### src/rtl/barrier_controller.sv
// barrier_controller: game-side initiator for one barrier lane. Schedules spawns, drives the
// barrier active input, waits for in_position, judges dodge vs collision from pixel overlap,
// and keeps lives / game-over state.
// Optional build macro: BARRIER_CTRL_SCORE_EN adds o_score (saturating dodge counter).
module barrier_controller #(
  parameter int unsigned SPAWN_MIN_FRAMES = 30,
  parameter int unsigned SPAWN_RAND_BITS  = 5,
  parameter int unsigned CHECK_FRAMES     = 4,
  parameter int unsigned APPROACH_TIMEOUT = 64,
  parameter int unsigned RETIRE_FRAMES    = 2,
  parameter int unsigned LIVES_INIT       = 3
) (
  input  logic        i_clk,
  input  logic        i_rst,
  input  logic        i_start,
  input  logic        i_v_sync,
  input  logic        i_in_position,
  input  logic        i_barrier_hit,
  input  logic        i_player_hit,
  output logic        o_active,
  output logic        o_collision,
  output logic        o_dodge,
  output logic [3:0]  o_lives,
  output logic        o_game_over,
`ifdef BARRIER_CTRL_SCORE_EN
  output logic [15:0] o_score,
`endif
  output logic [2:0]  o_state
);

  localparam int unsigned CntW     = 8;
  localparam logic [7:0]  RandMask = 8'((1 << SPAWN_RAND_BITS) - 1);

  typedef enum logic [2:0] {
    StStopped  = 3'd0,
    StIdle     = 3'd1,
    StApproach = 3'd2,
    StCheck    = 3'd3,
    StResolve  = 3'd4,
    StRetire   = 3'd5
  } state_e;

  state_e            state_q, state_d;
  logic [2:0]        vs_sync_q;
  logic [1:0]        ip_sync_q;
  logic              frame_tick, in_pos_sync;
  logic [CntW-1:0]   cnt_q, cnt_d, delay_q, delay_d;
  logic [7:0]        lfsr_q, lfsr_d;
  logic              hit_q, hit_d;
  logic [3:0]        lives_q, lives_d;
  logic              game_over_q, game_over_d;
  logic              active_q, active_d;
  logic              collision_q, collision_d;
  logic              dodge_q, dodge_d;

  assign frame_tick  = vs_sync_q[1] & ~vs_sync_q[2];
  assign in_pos_sync = ip_sync_q[1];

  // Two-flop synchronisers; the third v_sync flop gives the rising-edge detect
  always_ff @(posedge i_clk) begin
    if (i_rst) begin
      vs_sync_q <= '0;
      ip_sync_q <= '0;
    end else begin
      vs_sync_q <= {vs_sync_q[1:0], i_v_sync};
      ip_sync_q <= {ip_sync_q[0], i_in_position};
    end
  end

  // FSM state register
  always_ff @(posedge i_clk) begin
    if (i_rst) state_q <= StStopped;
    else       state_q <= state_d;
  end

  // FSM next-state; start restarts from any state
  always_comb begin
    state_d = state_q;
    case (state_q)
      StStopped:  if (i_start) state_d = StIdle;
      StIdle:     if (frame_tick && (cnt_q == delay_q - CntW'(1))) state_d = StApproach;
      StApproach: begin
        // in_position is level-sampled every cycle since it lasts only one frame
        if (in_pos_sync) state_d = StCheck;
        else if (frame_tick && (cnt_q == CntW'(APPROACH_TIMEOUT - 1))) state_d = StRetire;
      end
      StCheck:    if (frame_tick && (cnt_q == CntW'(CHECK_FRAMES - 1))) state_d = StResolve;
      StResolve:  state_d = StRetire;
      StRetire: begin
        if (frame_tick && (cnt_q == CntW'(RETIRE_FRAMES - 1))) begin
          state_d = (lives_q == 4'd0) ? StStopped : StIdle;
        end
      end
      default:    state_d = StStopped;
    endcase
    if (i_start) state_d = StIdle;
  end

  // Outputs and datapath next values (registered below)
  always_comb begin
    active_d    = (state_d == StApproach) || (state_d == StCheck);
    collision_d = (state_q == StResolve) && hit_q && !i_start;
    dodge_d     = (state_q == StResolve) && !hit_q && !i_start;

    lives_d = lives_q;
    if (i_start) lives_d = 4'(LIVES_INIT);
    else if (collision_d && (lives_q != 4'd0)) lives_d = lives_q - 4'd1;

    game_over_d = game_over_q;
    if (i_start) game_over_d = 1'b0;
    else if ((state_q == StRetire) && (state_d == StStopped)) game_over_d = 1'b1;

    // Overlap only counts while the window is open; RESOLVE consumes and clears it
    hit_d = 1'b0;
    if (!i_start && (state_q == StCheck)) hit_d = hit_q | (i_barrier_hit & i_player_hit);

    cnt_d = cnt_q;
    if (i_start || (state_d != state_q)) cnt_d = '0;
    else if (frame_tick) cnt_d = cnt_q + CntW'(1);

    delay_d = delay_q;
    if ((state_d == StIdle) && (i_start || (state_q != StIdle))) begin
      delay_d = CntW'(SPAWN_MIN_FRAMES) + CntW'(lfsr_q & RandMask);
    end

    // Fibonacci LFSR, taps 8,6,5,4
    lfsr_d = lfsr_q;
    if ((state_q == StIdle) && frame_tick && !i_start) begin
      lfsr_d = {lfsr_q[6:0], lfsr_q[7] ^ lfsr_q[5] ^ lfsr_q[4] ^ lfsr_q[3]};
    end
  end

  // Datapath and output registers
  always_ff @(posedge i_clk) begin
    if (i_rst) begin
      cnt_q       <= '0;
      delay_q     <= '0;
      lfsr_q      <= 8'hA5;
      hit_q       <= 1'b0;
      lives_q     <= 4'(LIVES_INIT);
      game_over_q <= 1'b0;
      active_q    <= 1'b0;
      collision_q <= 1'b0;
      dodge_q     <= 1'b0;
    end else begin
      cnt_q       <= cnt_d;
      delay_q     <= delay_d;
      lfsr_q      <= lfsr_d;
      hit_q       <= hit_d;
      lives_q     <= lives_d;
      game_over_q <= game_over_d;
      active_q    <= active_d;
      collision_q <= collision_d;
      dodge_q     <= dodge_d;
    end
  end

`ifdef BARRIER_CTRL_SCORE_EN
  logic [15:0] score_q;

  // Dodge score, cleared on start, saturating at 9999
  always_ff @(posedge i_clk) begin
    if (i_rst || i_start) score_q <= '0;
    else if (dodge_d && (score_q != 16'd9999)) score_q <= score_q + 16'd1;
  end

  assign o_score = score_q;
`endif

  assign o_active    = active_q;
  assign o_collision = collision_q;
  assign o_dodge     = dodge_q;
  assign o_lives     = lives_q;
  assign o_game_over = game_over_q;
  assign o_state     = state_q;

endmodule

### config.mk
export PLATFORM = sky130hd
export DESIGN_NAME = barrier_controller
export DESIGN_NICKNAME = d
export VERILOG_FILES = /design/src/rtl/barrier_controller.sv
export SDC_FILE = /design/constraint.sdc
export NUM_CORES = 1
export LEC_CHECK = 0
export CAP_MARGIN = 20
export CORE_MARGIN = 4
export CORE_UTILIZATION = 61
export CTS_CLUSTER_SIZE = 40
export DETAILED_ROUTE_END_ITERATION = 10
export HOLD_SLACK_MARGIN = 0.08
export PLACE_DENSITY = 0.91
export SYNTH_ARGS = -nofsm -noshare
export SYNTH_HDL_FRONTEND = slang
export SYNTH_SLANG_ARGS = --single-unit
### constraint.sdc
create_clock -name i_clk -period 4.38 [get_ports i_clk]
set_input_delay 0.876 -clock i_clk [delete_from_list [all_inputs] [get_ports i_clk]]
set_output_delay 0.876 -clock i_clk [all_outputs]
set_load 0.01 [all_outputs]
* After elaboration in Yosys (flattened, before gate mapping)
Index checks and enable logic that the tools add are counted. W data, S select, Z words.
Cells by class: reductions and logical operators 26, bitwise gates (word level) 8, multiplexer cells 8, add/sub/neg operators 4, eq/ne operators 14
Operators with widths (number):
- $mux W3 | 6
- $pmux W3 S6 | 1
- $logic_and A1 B1 Y1 | 14
- $eq A3 B2 Y1 const B | 4
- $add A8 B1 Y8 const B | 1
- $eq A8 B1 Y1 const B | 1
- $eq A8 B2 Y1 const B | 1
- $eq A8 B6 Y1 const B | 1
- $eq A8 B8 Y1 | 1
- $sub A8 B1 Y8 const B | 1
- $add A5 B5 Y6 const A | 1
- $eq A3 B1 Y1 const B | 2
- $eq A3 B3 Y1 const B | 2
- $logic_not A3 Y1 | 2
- $reduce_or A2 Y1 | 3
- $logic_not A4 Y1 | 1
- $reduce_bool A4 Y1 | 1
- $sub A4 B1 Y4 const B | 1
- $logic_or A1 B1 Y1 | 3
- $ne A3 B1 Y1 const B | 1
- $ne A3 B3 Y1 | 1
- $xor A1 B1 Y1 | 3
- $and A1 B1 Y1 | 2
- $logic_not A1 Y1 | 2
- 3 further kinds | 4
Storage, ports and cells: output and inout port bits 11, register bits after elaboration 41, bits of input ports 7, word-level logic and storage cells 72

* Logic depth before layout (Yosys ltp)
Gate-level depths: netlist of run 1.
depth in word-level cells 10, gate-level depth with buffers 7, gate-level depth less buffers 7

* Worst setup path before layout of run 1
Ideal clock, no wire load.
path kind input to register, start in i_start, end reg lfsr_q[5], path buffers 1, arrival time 2.315 ns, setup time 0.120 ns, path slack 1.945 ns, cell stages on the path 5, required time 4.260 ns, cell sequence or4b_2 > or2_2 > clkbuf_1 > mux2i_1 > nand2_1
Between the ends: longest elaborated chain between the ends 2
Ends and longest elaborated chain:
- from (decl) | line 15 | input logic i_start,
- $logic_not A1 Y1 | line 128 | if ((state_q == StIdle) && frame_tick && !i_start) begin
- $logic_and A1 B1 Y1 | line 128
- to (signal assigned) | line 148 | lfsr_q <= lfsr_d;
- to (decl) | line 48 | logic [7:0] lfsr_q, lfsr_d;
No other way between the ends. A chain may end at the register's enable or synchronous reset.

* Worst setup path after layout of run 1
start in i_start, end reg cnt_q[3]
Between the ends: longest elaborated chain between the ends 4
Ends and longest elaborated chain:
- $mux W3 | line 96 | if (i_start) state_d = StIdle;
- $ne A3 B3 Y1 | line 118 | if (i_start || (state_d != state_q)) cnt_d = '0;
- $logic_or A1 B1 Y1 (*) | line 118
- $reduce_or A2 Y1 (no source line) (*)
- to (signal assigned) | line 146 | cnt_q <= cnt_d;
- to (decl) | line 47 | logic [CntW-1:0] cnt_q, cnt_d, delay_q, delay_d;
Mark *: on every way between the ends. The rest lies on a longest branch, timed or not.

==> flow_metrics.tcl, run 1 <==
set metrics [dict create \
    ys_ff_latch 39 \
    layout_setup_ws_ns 1.28 \
    worstSetupPathType "in2reg" \
    relSlewSlack_pct 26.7 \
    ir_worst_vdd_mv 0.248 \
    endpoint "cnt_q[3]$_SDFFE_PP0P_" \
    grt.overflow.total 0 \
    antenna_left 0 \
    powerDensity_mw_per_mm2 268 \
    synthArstFlopShare_pct 0 \
    placementRows 20 \
    fin_crit_sh_pct 70.9 \
    drtIter0Drc 197 \
    vias 1741 \
    crit_chain "clkdlybuf4s50_1 > or4b_2 > a2111oi_2 > nor3_1" \
    wl_per_cell_um 14.8 \
    end_kind "flip-flop" \
    cp.required_ns 4.58 \
    ys.warnings.count 0 \
    post-route-util_pct 73.3 \
    insertion_delay_ns 0.36 \
    yosys_most_used_dff "dfxtp_1" \
    syn_nets 247 \
    synth_area_leader_cell "dfxtp_1" \
    r2r-end "cnt_q[3]$_SDFFE_PP0P_" \
    hold_start "vs_sync_q[0]$_SDFF_PP0_" \
    final_common_cell "dfxtp_1" \
    synth.distinct_cells 48 \
    synth_area_mm2 0.00206 \
    grtUsageTotal_pct 22.1 \
    die_area_mm2 0.00437 \
    drv_cap 0 \
    coreArea_mm2 0.00315 \
    fillCellCount 252 \
    hold_violations 0 \
    crit_fanout 14 \
    cts_max_path_buffers 2 \
    cts_tree "built" \
    crit_arrival_ns 3.30 \
    fin_worst_skew_ns 0.00528 \
    power.leakage_nw 0.876 \
    cts.htree.levels 2 \
    die_w_um 66.1 \
    rrSetupSlack_ns 1.83 \
    areaGrowthSynthToFinish_pct 12.0 \
    initial_core_util_pct 65.4 \
    timing.rr.start "delay_q[0]$_SDFFE_PP0P_" \
    antenna_found_initial 0 \
    layout.area.seq_um2 781 \
    worst_slew_pin_slew_ns 1.10 \
    multiInputGateArea_mm2 0.00119 \
    ff2ff_path_depth 7 \
    postCtsSetupRepairBufs 0 \
    mostFrequentLayoutCells "dfxtp_1, nand2_1, nor3_1, nor2_1, clkdlybuf4s50_1" \
    place.gp.congestion 0.802 \
    route.detailed.drc 0 \
    hold_buffers 0 \
    finalSetupViolCount 0 \
    cts_buffers 5 \
    grt_pass1_vias 1664 \
    ys_seq_area_share_pct 37.9 \
    clkSinkCount 39 \
    min_path_type "reg2reg" \
    crit_path_max_incr_delay_ns 0.87 \
    cts_resized 0 \
    synth_edf_count 0 \
    grt_start_max_net_pins 23 \
    max_freq_mhz 322 \
    period_minus_slack_ns 3.10 \
    io_pins 18 \
    die_h_um 66.1 \
    dp_hpwl_mm 3.31 \
    diodes 0 \
    drtPass1Iterations 4 \
    syn_inst 235 \
    avgSynthCellArea_um2 8.77 \
    status "complete, no violations" \
    dp_slack_ns 0.930 \
    fin_nets 263 \
    clockRootBuffer "clkbuf_4" \
    grt_pass1_wl_mm 7.48 \
    start_kind "input port" \
    setup-tns-final_ns 0 \
    cp-startpoint "i_start" \
    yosysTopAreaCellShare_pct 37.9 \
    routed_wl_mm 4.38 \
    place_area_mm2 0.00225 \
    path_clk_slew_ns 0.11 \
    rsz0062_at_grt "false" \
    postLayoutCellArea_mm2 0.00231 \
    synthTopCellsByArea "dfxtp_1, xnor2_1, nor3_1, nand2_1, nor2_1" \
    port_buffers 17 \
    cpMaxStageDelayCell "a2111oi_2" \
    slew_viol_final 0 \
    via_per_inst 5.88 \
    layout-drive-gt1-share_pct 8.73 \
]
## per-layer routing
| layer | vias to the layer above | global-route usage (%) | routed length [um] |
|---|---|---|---|
| met2 | 41 | 37.3 | 2190 |
| met4 | 0 | 8.88 | 84 |
| met1 | 815 | 27.6 | 1920 |
| met5 | - | 0 | 0 |
| met3 | 10 | 4.08 | 183 |
| li1 | 875 | - | - |
## final cells by class
type | instances | area share, %
Multi-Input combinational cell | 175 | 51.7
Timing Repair Buffer | 18 | 7.69
Clock buffer | 5 | 1.63
Tap cell | 44 | 2.38
Clock inverter | 3 | 0.867
Sequential cell | 39 | 33.8
Inverter | 12 | 1.95
## cells in the mapped netlist, types with 2 or more instances
cell type and number:
nor3_1 22, xnor2_1 14, o31a_1 3, xor2_1 5
and3b_1 3, ha_1 5, nor3b_1 5, nor4_1 5
o221ai_1 2, a311oi_1 3, nor2b_1 8, or2_2 3
a21oi_1 8, nand3b_1 3, nand3_1 3, clkbuf_1 7
inv_1 12, or3b_2 2, a211oi_1 3, dfxtp_1 39
o211ai_1 5, mux2i_1 5, nor2_1 18, nand2_1 26
o21ai_0 3
## worst min path at each step
| stage | endpoint | slack [ns] | depth (start not counted) |
|---|---|---|---|
| after floorplan | ip_sync_q[1]$_SDFF_PP0_ | 0.41 | 1 |
| after global placement | ip_sync_q[1]$_SDFF_PP0_ | 0.42 | 1 |
| after detailed placement | vs_sync_q[1]$_SDFF_PP0_ | 0.43 | 1 |
| after CTS | vs_sync_q[1]$_SDFF_PP0_ | 0.45 | 1 |
| after global routing | vs_sync_q[1]$_SDFF_PP0_ | 0.47 | 1 |
| final | vs_sync_q[1]$_SDFF_PP0_ | 0.45 | 1 |
## stage by stage
step	hold slack [ns]	total power, mW	instances
6_report	0.452	0.620	296
5_1_grt	0.469	0.648	296
4_1_cts	0.454	0.624	296
3_5_place_dp	0.425	0.443	288
3_3_place_gp	0.417	0.440	288
2_1_floorplan	0.414	0.425	235
## cell families (layout without fill, tap and decap cells)
| logic type | after synthesis | count (layout) | share of synthesized area, % |
|---|---|---|---|
| adder cells (fa/ha/maj) | 5 | 5 | 3.03 |
| XOR/XNOR | 19 | 19 | 8.07 |
| multiplexers | 5 | 5 | 2.43 |
| flip-flops | 39 | 39 | 37.9 |
| AND/OR/NAND/NOR | 108 | 108 | 28.6 |
| AO/OA/AOI/OAI | 38 | 38 | 15.7 |
| buffers and inverters | 21 | 38 | 4.25 |
## where the power goes
part	switching [mW]	internal (mW)	total [mW]
clock	0.124	0.0612	0.185
sequential	0.00946	0.363	0.372
combinational	0.0328	0.0302	0.0630
total	0.166	0.454	0.620
## critical path, delay by kind of cell
kind	cells	cell delay [ns]
AO/OA/AOI/OAI	1	0.87
buffers and inverters	1	0.64
AND/OR/NAND/NOR	2	0.92
## sequential cells by signal, indices dropped and copies added (netlist names), 2 cells and up
name / flops
delay_q: 6
vs_sync_q: 3
cnt_q: 8
ip_sync_q: 2
o_lives: 4
lfsr_q: 8
o_state: 3
Note: power is estimated with default switching activity, not from simulation.
==> run 2: changes to the inputs <==
Settings changed: CORE_UTILIZATION 61 to 57, PLACE_DENSITY 0.91 to 0.86.
Clock period 4.38 ns to 2.9 ns, I/O delays scaled along.
==> flow_metrics.tcl, run 2 (same netlist as run 1, synthesis figures left out) <==
set metrics [dict create \
    grtUsageTotal_pct 21.3 \
    crit_arrival_ns 2.67 \
    p_seq_share_pct 59.6 \
    finalSetupViolCount 0 \
    fin_crit_sh_pct 83.1 \
    ir_worst_vdd_mv 0.272 \
    postLayoutCellArea_mm2 0.00233 \
    powerDensity_mw_per_mm2 404 \
    cp.required_ns 3.16 \
    worstSetupPathType "reg2reg" \
    grt_pass1_wl_mm 7.29 \
    power.share.switching_pct 27.1 \
    route.detailed.drc 0 \
    cts_max_path_buffers 2 \
    io_pins 18 \
    mostFrequentLayoutCells "dfxtp_1, nand2_1, nor3_1, nor2_1, clkdlybuf4s50_1" \
    final_common_cell "dfxtp_1" \
    crit_fanout 4 \
    pwr-share-comb_pct 10.3 \
    status "complete, no violations" \
    via_per_inst 5.67 \
    place_area_mm2 0.00228 \
    diodes 0 \
    start_kind "flip-flop" \
    drtIter0Drc 118 \
    postCtsSetupRepairBufs 0 \
    port_buffers 17 \
    cts.htree.levels 2 \
    cts_buffers 5 \
    setup-tns-final_ns 0 \
    grt.overflow.total 0 \
    worst_slew_pin_slew_ns 0.952 \
    drtPass1Iterations 4 \
    die_h_um 68.1 \
    insertion_delay_ns 0.36 \
    placementRows 21 \
    fin_nets 266 \
    relSlewSlack_pct 36.0 \
    layout_setup_ws_ns 0.490 \
    min_path_type "reg2reg" \
    die_area_mm2 0.00464 \
    cts_resized 0 \
    antenna_left 0 \
    power_frac_clock_pct 30.1 \
    hold_violations 0 \
    coreArea_mm2 0.00342 \
    grt_start_max_net_pins 17 \
    reg_top3 "cnt_q x8, lfsr_q x8, delay_q x6" \
    layout-drive-gt1-share_pct 9.80 \
    crit_chain "inv_1 > ha_1 > or3b_2 > a221o_1 > o221ai_1 > nand2_1 > a311oi_1" \
    slew_viol_final 0 \
    antenna_found_initial 0 \
    crit_path_max_incr_delay_ns 0.49 \
    clkSinkCount 39 \
    vias 1707 \
    die_w_um 68.1 \
    drv_cap 0 \
    power.leakage_nw 0.892 \
    period_minus_slack_ns 2.41 \
    routed_wl_mm 4.30 \
    cpMaxStageDelayCell "or3b_2" \
    cts_tree "built" \
    areaGrowthSynthToFinish_pct 13.2 \
    grt_pass1_vias 1594 \
    intPower_uw 688 \
    end_kind "flip-flop" \
    fin_worst_skew_ns 0.0136 \
    hold_buffers 0 \
    dp_hpwl_mm 3.24 \
    rsz0062_at_grt "false" \
    dp_slack_ns 0.379 \
    cp.buffers_inverters 1 \
    path_clk_slew_ns 0.12 \
    critPathTopFamily "compound AO/OA/AOI/OAI gates" \
    clockRootBuffer "clkbuf_4" \
    max_freq_mhz 415 \
    power.switching_uw 256 \
    wl_per_cell_um 14.3 \
    post-route-util_pct 68.4 \
    place.gp.congestion 0.777 \
    initial_core_util_pct 60.4 \
]
run 2: changes by cell type in the layout (fill, tap and decap cells not counted):
cell	delta
buf_4	+3
run 2: path summary, 6_finish.rpt:
path / from / depth (start not counted) / slack (ns) / end
setup / recovery: o_lives[0]$_SDFFE_PP1P_ / 7 / 0.49 / delay_q[5]$_SDFFE_PP0P_
hold / removal: ip_sync_q[0]$_SDFF_PP0_ / 1 / 0.44 / ip_sync_q[1]$_SDFF_PP0_
setup reg to reg: o_lives[0]$_SDFFE_PP1P_ / 7 / 0.49 / delay_q[5]$_SDFFE_PP0P_
hold reg to reg: ip_sync_q[0]$_SDFF_PP0_ / 1 / 0.44 / ip_sync_q[1]$_SDFF_PP0_
run 2: metrics by stage:
step                      power (mW)  instances  hold WS (ns)
after floorplan                0.641        235         0.414
after global placement         0.668        293         0.417
after detailed placement       0.671        293         0.420
after CTS                      0.951        301         0.448
after global routing           0.986        301         0.464
final                          0.943        301         0.445
run 2: layout make-up:
| class | count | area, um2 |
|---|---|---|
| Clock buffer | 5 | 37.5 |
| Clock inverter | 3 | 20.0 |
| Fill cell | 275 | 1080 |
| Inverter | 12 | 45.0 |
| Multi-Input combinational cell | 175 | 1190 |
| Sequential cell | 39 | 781 |
| Tap cell | 46 | 57.6 |
| Timing Repair Buffer | 21 | 200 |
run 2: per-layer routing:
metal | up-vias | global-route usage, % | routed length (um)
met2 | 39 | 32.7 | 1960
met5 | - | 0 | 0
met1 | 775 | 27.3 | 2030
met4 | 0 | 10.7 | 95
li1 | 882 | - | -
met3 | 11 | 5.58 | 217
run 2: power groups by stage:
stage	logic, mW	registers, mW	clock network, mW
floorplan	0.0732	0.568	0
global placement	0.0944	0.574	0
detailed placement	0.0974	0.574	0
CTS	0.0982	0.562	0.292
global route	0.109	0.565	0.313
finish	0.0975	0.562	0.284
==> run 3: changes to the inputs <==
Settings changed: CORE_UTILIZATION 57 to 51, PLACE_DENSITY 0.86 to 0.82.
Clock period 2.9 ns to 2 ns, I/O delays scaled along.
==> flow_metrics.tcl, run 3 (same netlist as run 1, synthesis figures left out) <==
set metrics [dict create \
    status "finished with violations" \
    failed_checks "setup timing" \
    relSlewSlack_pct 70.3 \
    coreArea_mm2 0.00377 \
    worstSetupPathType "reg2reg" \
    fin_crit_sh_pct 107 \
    crit_fanout 8 \
    final_common_cell "buf_4" \
    rrSetupSlack_ns -0.14 \
    hold_buffers 0 \
    drtIter0Drc 181 \
    clkSinkCount 39 \
    die_area_mm2 0.00512 \
    fin_worst_skew_ns 0.00835 \
    drtPass1Iterations 4 \
    wl_per_cell_um 15.3 \
    whs_path_depth 1 \
    timing.rr.start "cnt_q[4]$_SDFFE_PP0P_" \
    min_path_type "reg2reg" \
    areaGrowthSynthToFinish_pct 40.8 \
    layout.area.seq_um2 796 \
    multiInputGateArea_mm2 0.00139 \
    gr-usage-met2_pct 33.5 \
    cts_max_path_buffers 2 \
    crit_chain "or4_4 > o31a_1 > nor4b_4 > buf_4 > o211ai_4 > nor3_1" \
    layout-drive-gt1-share_pct 33.4 \
    vias 1916 \
    cpMaxStageDelayCell "or4_4" \
    grt_start_max_net_pins 14 \
    cp.required_ns 2.22 \
    ir_worst_vdd_mv 0.705 \
    dp_hpwl_mm 3.53 \
    initial_core_util_pct 54.7 \
    holdPathEnd "ip_sync_q[1]$_SDFF_PP0_" \
    drv_cap 0 \
    end_kind "flip-flop" \
    dp_slack_ns -0.286 \
    insertion_delay_ns 0.30 \
    setup-tns-final_ns -1.33 \
    cts_buffers 5 \
    powerDensity_mw_per_mm2 588 \
    routed_wl_mm 5.23 \
    ff2ff_path_depth 6 \
    via_per_inst 5.62 \
    grtUsageTotal_pct 20.5 \
    port_buffers 17 \
    hold_violations 0 \
    worst_slew_pin_slew_ns 0.441 \
    post-route-util_pct 77.0 \
    diodes 0 \
    die_w_um 71.6 \
    antenna_found_initial 0 \
    die_h_um 71.6 \
    placementRows 22 \
    clockRootBuffer "clkbuf_8" \
    io_pins 18 \
    start_kind "flip-flop" \
    grt.overflow.total 0 \
    power.leakage_nw 1.14 \
    hold_start "ip_sync_q[0]$_SDFF_PP0_" \
    grtUsageMet1_pct 26.9 \
    fin_nets 304 \
    max_freq_mhz 468 \
    met3_usage_pct 4.63 \
    place.gp.congestion 0.817 \
    cts.htree.levels 2 \
    finalSetupViolCount 16 \
    grt_pass1_wl_mm 8.46 \
    antenna_left 0 \
    slew_viol_final 0 \
    path_clk_slew_ns 0.08 \
    layout_setup_ws_ns -0.137 \
    busiest_layer "met2" \
    rsz0062_at_grt "true" \
    crit_path_max_incr_delay_ns 0.58 \
    reg_top3 "cnt_q x8, lfsr_q x8, delay_q x6" \
    route.detailed.drc 0 \
    crit_arrival_ns 2.36 \
    mostFrequentLayoutCells "buf_4, dfxtp_1, nand2_1, nor2_1, clkdlybuf4s50_1" \
    cts_tree "built" \
    grt_pass1_vias 1824 \
    period_minus_slack_ns 2.14 \
    fillCellCount 240 \
    r2r-end "cnt_q[0]$_SDFFE_PP0P_" \
]
-- run 3: cell count changes in the layout (fill, tap and decap cells not counted), moves of 3 or more --
| cell | previous run | this run |
|---|---|---|
| buf_4 | 4 | 39 |
| dfxtp_2 | 0 | 3 |
| dfxtp_4 | 0 | 3 |
| inv_1 | 12 | 9 |
| clkbuf_4 | 5 | 0 |
| clkbuf_8 | 0 | 6 |
| inv_2 | 0 | 3 |
| nor3_2 | 0 | 11 |
| nor3_1 | 22 | 11 |
| dfxtp_1 | 39 | 33 |
-- run 3: final cells by class --
type / instances / share of cell area [%]
clock buffer: 6 / 2.84
clock inverter: 2 / 1.21
inverter: 12 / 1.55
multi-input combinational: 175 / 48.0
sequential: 39 / 27.4
tap: 48 / 2.07
timing repair buffer: 59 / 16.9
-- run 3: layer usage --
layer  part of all wire (%)  vias up
li1                       -      953
met1                     44      905
met2                     49       46
met3                    5.4       12
met4                    1.3        0
met5                      0        -
-- run 3: where the power goes --
group	internal [mW]	leakage [nW]	switching [mW]
registers	0.791	0.319	0.0229
logic	0.103	0.758	0.101
clock network	0.404	0.0612	0.285
total	1.30	1.14	0.408
-- run 3: timing repair --
action,in CTS,in global routing
pin swaps,4,4
setup endpoints to repair,18,24
buffers inserted,1,1
gates resized for setup,8,33
gates cloned,0,1
-- run 3: metrics by stage --
stage | power (mW) | std cells | area, um2 | hold WS [ns]
floorplan | 0.934 | 235 | 2110 | 0.414
global placement | 0.990 | 330 | 2580 | 0.418
detailed placement | 0.995 | 330 | 2580 | 0.420
CTS | 1.69 | 339 | 2740 | 0.439
global route | 1.76 | 341 | 2900 | 0.467
finish | 1.71 | 341 | 2900 | 0.437
-- run 3: critical path, delay by kind of cell, from the launching register on --
family | cells | cell delay [ns]
AND/OR/NAND/NOR | 3 | 1.01
flip-flops | 1 | 0.32
buffers and inverters | 1 | 0.18
AO/OA/AOI/OAI | 2 | 0.55
-- run 3: how the worst max path moves through the flow --
| stage | to | slack [ns] | cells past startpoint | startpoint |
|---|---|---|---|---|
| after global placement | lfsr_q[5]$_SDFFE_PP1P_ | -0.29 | 5 | i_start |
| after floorplan | cnt_q[3]$_SDFFE_PP0P_ | -0.06 | 7 | o_lives[0]$_SDFFE_PP1P_ |
| after CTS | delay_q[2]$_SDFFE_PP0P_ | -0.07 | 8 | o_lives[0]$_SDFFE_PP1P_ |
| final | cnt_q[0]$_SDFFE_PP0P_ | -0.14 | 6 | cnt_q[4]$_SDFFE_PP0P_ |
| after global routing | cnt_q[3]$_SDFFE_PP0P_ | -0.20 | 8 | o_lives[0]$_SDFFE_PP1P_ |
| after detailed placement | lfsr_q[6]$_SDFFE_PP0P_ | -0.29 | 5 | i_start |
